[config.mk]
export PLATFORM = sky130hd
export DESIGN_NAME = mode4_sum_feeder
export DESIGN_NICKNAME = d
export VERILOG_FILES = /design/src/rtl/mode4_sum_feeder.sv
export SDC_FILE = /design/constraint.sdc
export NUM_CORES = 1
export LEC_CHECK = 0
export CAP_MARGIN = 20
export CORE_UTILIZATION = 47
export CTS_CLUSTER_DIAMETER = 120
export DETAILED_ROUTE_END_ITERATION = 10
export PLACE_DENSITY = 0.93
export SKIP_CTS_REPAIR_TIMING = 1
export SLEW_MARGIN = 25
export SYNTH_ARGS = -nofsm -noshare
export SYNTH_HDL_FRONTEND = slang
export SYNTH_SLANG_ARGS = --single-unit
[constraint.sdc]
create_clock -name clk -period 5.4 [get_ports clk]
set_input_delay 0.81 -clock clk [delete_from_list [all_inputs] [get_ports clk]]
set_output_delay 0.81 -clock clk [all_outputs]
set_load 0.02 [all_outputs]
[src/rtl/mode4_sum_feeder.sv]
// Feeder/sequencer for the 4-lane mode-4 FP adder tree: registers beats onto
// the tree inputs, pipelines the stage-run enables and signals the final sum.
module mode4_sum_feeder #(
   parameter int DATAWIDTH = 16,
   parameter int LENWIDTH  = 16
) (
   input  logic                 clk,
   input  logic                 reset,
   input  logic                 start,
   input  logic [LENWIDTH-1:0]  vec_len,
   input  logic                 in_valid,
   output logic                 in_ready,
   input  logic [DATAWIDTH-1:0] in_data0,
   input  logic [DATAWIDTH-1:0] in_data1,
   input  logic [DATAWIDTH-1:0] in_data2,
   input  logic [DATAWIDTH-1:0] in_data3,
   output logic [DATAWIDTH-1:0] tree_inp0,
   output logic [DATAWIDTH-1:0] tree_inp1,
   output logic [DATAWIDTH-1:0] tree_inp2,
   output logic [DATAWIDTH-1:0] tree_inp3,
   output logic                 mode4_stage2_run,
   output logic                 mode4_stage1_run,
   output logic                 mode4_stage0_run,
   output logic                 acc_clear,
   output logic                 busy,
   output logic                 sum_done
);

   typedef enum logic [2:0] {
      IDLE,
      CLEAR,
      RUN,
      DRAIN,
      DONE
   } state_t;

   state_t               state;
   state_t               state_nx;
   logic [LENWIDTH-2:0]  beats_left;
   logic [LENWIDTH-2:0]  beats_init;
   logic [LENWIDTH:0]    len_ext;
   logic [1:0]           tail;
   logic                 s2;
   logic                 s1;
   logic                 s0;
   logic                 accept;
   logic                 last;
   logic                 zero1;
   logic                 zero2;
   logic                 zero3;

   // One extra bit keeps the +3 of the ceiling from overflowing.
   assign len_ext    = {1'b0, vec_len} + (LENWIDTH+1)'(3);
   assign beats_init = len_ext[LENWIDTH:2];

   assign accept = in_valid & in_ready;
   assign last   = (beats_left == (LENWIDTH-1)'(1));
   assign zero1  = last && (tail == 2'd1);
   assign zero2  = last && ((tail == 2'd1) || (tail == 2'd2));
   assign zero3  = last && (tail != 2'd0);

   assign mode4_stage2_run = s2;
   assign mode4_stage1_run = s1;
   assign mode4_stage0_run = s0;

   always_comb begin
      state_nx  = state;
      in_ready  = 1'b0;
      acc_clear = 1'b0;
      sum_done  = 1'b0;
      busy      = (state != IDLE);
      case (state)
         IDLE: begin
            if (start)
               state_nx = CLEAR;
         end
         CLEAR: begin
            acc_clear = 1'b1;
            state_nx  = (beats_left != '0) ? RUN : DONE;
         end
         RUN: begin
            in_ready = (beats_left != '0);
            if (accept && last)
               state_nx = DRAIN;
         end
         DRAIN: begin
            // s0 retires into the accumulator on this edge.
            if (!s2 && !s1)
               state_nx = DONE;
         end
         DONE: begin
            sum_done = 1'b1;
            state_nx = IDLE;
         end
         default: state_nx = IDLE;
      endcase
   end

   always_ff @(posedge clk) begin
      if (reset) begin
         state      <= IDLE;
         beats_left <= '0;
         tail       <= '0;
         s2         <= 1'b0;
         s1         <= 1'b0;
         s0         <= 1'b0;
         tree_inp0  <= '0;
         tree_inp1  <= '0;
         tree_inp2  <= '0;
         tree_inp3  <= '0;
      end else begin
         state <= state_nx;
         s2    <= accept;
         s1    <= s2;
         s0    <= s1;
         if (state == IDLE && start) begin
            beats_left <= beats_init;
            tail       <= vec_len[1:0];
         end else if (accept) begin
            beats_left <= beats_left - (LENWIDTH-1)'(1);
         end
         if (accept) begin
            tree_inp0 <= in_data0;
            tree_inp1 <= zero1 ? '0 : in_data1;
            tree_inp2 <= zero2 ? '0 : in_data2;
            tree_inp3 <= zero3 ? '0 : in_data3;
         end
      end
   end

endmodule

; Yosys cells after proc, flatten, opt, wreduce, memory -nomap -nowiden
; Index checks and enable logic that the tools add are counted.
[classes]
addsub = 2
n_eq_ne = 10
n_mux = 13
bitwise_logic = 1
n_reduce_logical = 15
[op_table]
columns = op, count
row1 = $mux W16, 3
row2 = $mux W15, 2
row3 = $add A16 B2 Y17 const B, 1
row4 = $eq A15 B1 Y1 const B, 1
row5 = $reduce_bool A15 Y1, 1
row6 = $sub A15 B1 Y15 const B, 1
row7 = $mux W3, 4
row8 = $pmux W3 S4, 1
row9 = $eq A3 B2 Y1 const B, 2
row10 = $logic_and A1 B1 Y1, 6
row11 = $ne A2 B2 Y1 const B, 3
row12 = $reduce_bool A2 Y1, 2
row13 = $eq A3 B1 Y1 const B, 1
row14 = $eq A3 B3 Y1 const B, 1
row15 = $logic_not A3 Y1, 1
row16 = $mux W1, 3
row17 = $reduce_and A3 Y1, 1
row18 = $reduce_bool A3 Y1, 1
row19 = $eq A2 B1 Y1 const B, 1
row20 = $eq A2 B2 Y1 const B, 1
row21 = $logic_not A1 Y1, 2
row22 = $and A1 B1 Y1, 1
row23 = $logic_or A1 B1 Y1, 1
[word_totals]
register_bits = 87
input_bits = 84
output_inout_bits = 71

; Depth between registers and ports, before layout
[depth]
word_depth = 6
depth_mapped = 8
ltp_nobuf = 7

; Worst setup path before layout
; No wires, ideal clock.
[synth_timing]
path_kind = register to output
from = register beats_left[4]
to = output port in_ready
arrival_ns = 1.638
t_required_ns = 4.590
setup_slack_ns = 2.952
stages_incl_launch_ff = 6
path_buffers = 1
path_cell_list = dfxtp_1 or4_1 buf_2 or2_1 nor2_1 nor2_1
[synth_via]
elab_chain_cells = 2
[synth_rtl]
columns = element, line_no
row1 = from (decl), 39  ; logic [LENWIDTH-2:0] beats_left;
row2 = from (signal assigned), 117  ; beats_left <= beats_init;
row3 = from (signal assigned), 120  ; beats_left <= beats_left - (LENWIDTH-1)'(1);
row4 = $reduce_bool A15 Y1, 82  ; in_ready = (beats_left != '0);
row5 = $mux W1, 72  ; case (state)
row6 = to (decl), 12  ; output logic in_ready,
; Every way passes these cells.

; Worst setup path after layout
[layout_timing]
from = register beats_left[2]
to = output port in_ready
; Same word-level chain as after synthesis.

==> flow_metrics.env <==
export IMPL_dpl_cell_count=711
export IMPL_finalNetCount=710
export IMPL_gr_usage_all_layers=0.2605
export IMPL_grt_setup_unrepaired="no"
export IMPL_hold_viol=0
export IMPL_portBuffers=154
export IMPL_ant_nets=0
export IMPL_syn_area_um2=3899
export IMPL_synth_edf_count=0
export IMPL_first_iter_violations=193
export IMPL_wl_per_cell_um=15.32
export IMPL_worstPathCellList="nor4_2 -> nand3_1 -> nor2_1 -> nor2_1 -> clkdlybuf4s50_1"
export IMPL_nFillCells=621
export IMPL_drt_wl_total_um=11150
export IMPL_max_cap_violations=0
export IMPL_powerDensity_nw_per_um2=259.8
export IMPL_yosys_area_share_simple=0.2933
export IMPL_worst_pin_slew_ps=919.6
export IMPL_syn_num_nets=576
export IMPL_status="completed"
export IMPL_drt_vias_per_instance=5.536
export IMPL_worst_path_max_fanout=7
export IMPL_dp_hpwl_um=8026
export IMPL_final_setup_worst_slack_ps=1731
export IMPL_async_flop_share=0
export IMPL_final_cells=728
export IMPL_synth_fa_ha_area_frac=0.01605
export IMPL_syn_inst=487
export IMPL_vias=4030
export IMPL_irDropWorstVdd_mv=0.2300
export IMPL_synth_top_family_by_area="simple AND/OR/NAND/NOR gates"
export IMPL_grt_pass1_wl_um=17950
export IMPL_clk_pin_slew_ps=90
export IMPL_cts_tree="built"
export IMPL_gr_total_overflow=0
export IMPL_synth_xor_area_share=0.02696
export IMPL_antenna_found_initial=0
export IMPL_fin_crit_sh=0.6795
export IMPL_drive_gt1_frac=0.05431
export IMPL_numCtsBuffers=9
export IMPL_grt_max_degree=52
export IMPL_synth_distinct_cells=56
export IMPL_synth_compound_area_share=0.1566
export IMPL_finalSetupViolations=0
export IMPL_cp_buffers_inverters=1
export IMPL_critical_path_class="register to primary output"
export IMPL_utilization=0.7181
export IMPL_synth_seq_cells=87
export IMPL_die_x_um=93.08
export IMPL_slew_headroom=0.3847
export IMPL_clockBufferDepth=2
export IMPL_use_met3=0.06585
export IMPL_busiest_layer="met2"
export IMPL_crit_path_top_delay_cell="nor4_2"
export IMPL_insertion_delay_ps=350
export IMPL_syn2layout_area_growth_pct=45.28
export IMPL_initial_utilization=0.4943
export IMPL_tns_ps=0
export IMPL_critical_path_arrival_ps=2860
export IMPL_gp_congestion=0.8951
export IMPL_cp_required_ps=4590
export IMPL_met2_usage=0.4504
export IMPL_met1_usage=0.2958
export IMPL_synthMuxAreaShare=0.01091
export IMPL_fin_hold_ws_ps=455.8
export IMPL_min_period_ps=3669
export IMPL_cts_sinks=87
export IMPL_grt_pass1_vias=4020
export IMPL_yosys_warnings=0
export IMPL_cts_max_level=3
export IMPL_slew_violations=0
export IMPL_core_area_um2=7888
export IMPL_p_leak_uw=0.001896
export IMPL_route_detailed_drc=0
export IMPL_endpoint_kind="primary output"
export IMPL_die_area_um2=8663
export IMPL_fmax_mhz=272.5
export IMPL_antennaDiodeCount=0
export IMPL_root_buffer="clkbuf_8"
export IMPL_fp_dieH_um=93.08
export IMPL_crit_family="simple AND/OR/NAND/NOR gates"
export IMPL_cpMostUsedCell="nor2_1"
export IMPL_syn_area_per_cell_um2=8.006
export IMPL_cp_start_kind="register"
export IMPL_place_ws_ps=2030
export IMPL_crit_path_max_incr_delay_ps=700
export IMPL_row_count=32
export IMPL_synth_ff_type="dfxtp_1"
export IMPL_skew_ps=10.39
export IMPL_drt_pass1_iter_count=4
export IMPL_hold_class="register to register"
export IMPL_seq_area_frac_synth=0.4467
export IMPL_io_pins=155
[cell usage after synthesis (6+ instances only)]
master    count  area share
nand2_1      96       0.092
xnor2_1       6       0.013
xor2_1        6       0.013
clkbuf_1     21       0.020
a21oi_1      77       0.099
buf_2        10       0.013
nand4_1       7       0.011
or3_1         9       0.014
inv_1         6      0.0058
dfxtp_1      87        0.45
nand3_1      57       0.073
nor2_1       22       0.021
[worst min-delay path, stage by stage, from the launching register on]
cell and delay (ps):
dfxtp_1 310, nand2_1 50, a21oi_1 50
[registers in the layout, indices dropped and copies added, names as in the netlist]
name and flops:
tail 2, tree_inp1 16, tree_inp0 16, beats_left 15, state 3, mode4_stage2_run 1, mode4_stage0_run 1, tree_inp2 16
tree_inp3 16, mode4_stage1_run 1
[placed cells by master, fill, tap and decap left out, types with 2 or more instances in the layout]
master	count
nor4_1	4
clkdlybuf4s50_1	153
nor2b_1	2
nand4bb_1	2
a31oi_1	2
ha_1	5
nor4bb_1	3
nand4b_1	2
mux2i_1	2
or4_1	4
clkbuf_8	9
or2_2	4
inv_1	6
nand2_1	96
a211oi_1	2
mux2_2	2
clkinvlp_4	3
o211ai_1	5
nor2_1	22
nand2b_1	3
a21oi_1	77
and3_1	3
nand4_1	7
nor3_1	4
nor3b_1	2
xor2_1	6
dfxtp_1	87
xnor2_1	6
nand3_1	57
or3_1	9
o21ai_0	3
buf_4	4
[area by class of cell]
cell class              instances  area [um^2]  area share
multi-input cells             358         1981      0.3497
flip-flops and latches         87         1742      0.3075
repair buffers                159         1594      0.2814
inverters                       6        22.52    0.003976
clock inverters                 6        70.07     0.01237
clock buffers                  10        127.6     0.02253
well taps                     102        127.6     0.02253
[per-stage QoR]
stage / instance area (um^2) / total power, uW
finish: 5664 / 1471
floorplan: 3899 / 888.3
CTS: 5637 / 1475
global placement: 5439 / 1017
detailed placement: 5439 / 1029
global route: 5664 / 1542
[cells by family after synthesis]
kind of cell / Yosys count
mux: 4
compound gates: 105
buf+inv: 42
simple gates: 232
xor+xnor: 12
fa+ha+maj: 5
flops: 87
[where the power goes]
| part | internal, uW | switching, uW | total (uW) |
|---|---|---|---|
| Clock | 216 | 236 | 452 |
| Sequential | 672 | 26.7 | 699 |
| Combinational | 154 | 167 | 321 |
| Total | 1040 | 429 | 1470 |
[metal layers]
| metal | vias up | part of all wire |
|---|---|---|
| met5 | - | 0 |
| met4 | 0 | 0.034 |
| met3 | 37 | 0.084 |
| met2 | 168 | 0.49 |
| met1 | 1852 | 0.39 |
| li1 | 1973 | - |
[final timing paths]
kind | from | to | slack (ps) | depth (start not counted)
max reg2reg | beats_left[2] | tree_inp0[13] | 2350 | 6
max | beats_left[2] | in_ready | 1730 | 5
min | tree_inp0[5] | tree_inp0[5] | 460 | 2
min reg2reg | tree_inp0[5] | tree_inp0[5] | 460 | 2
Power figures use the tool's default switching activity.
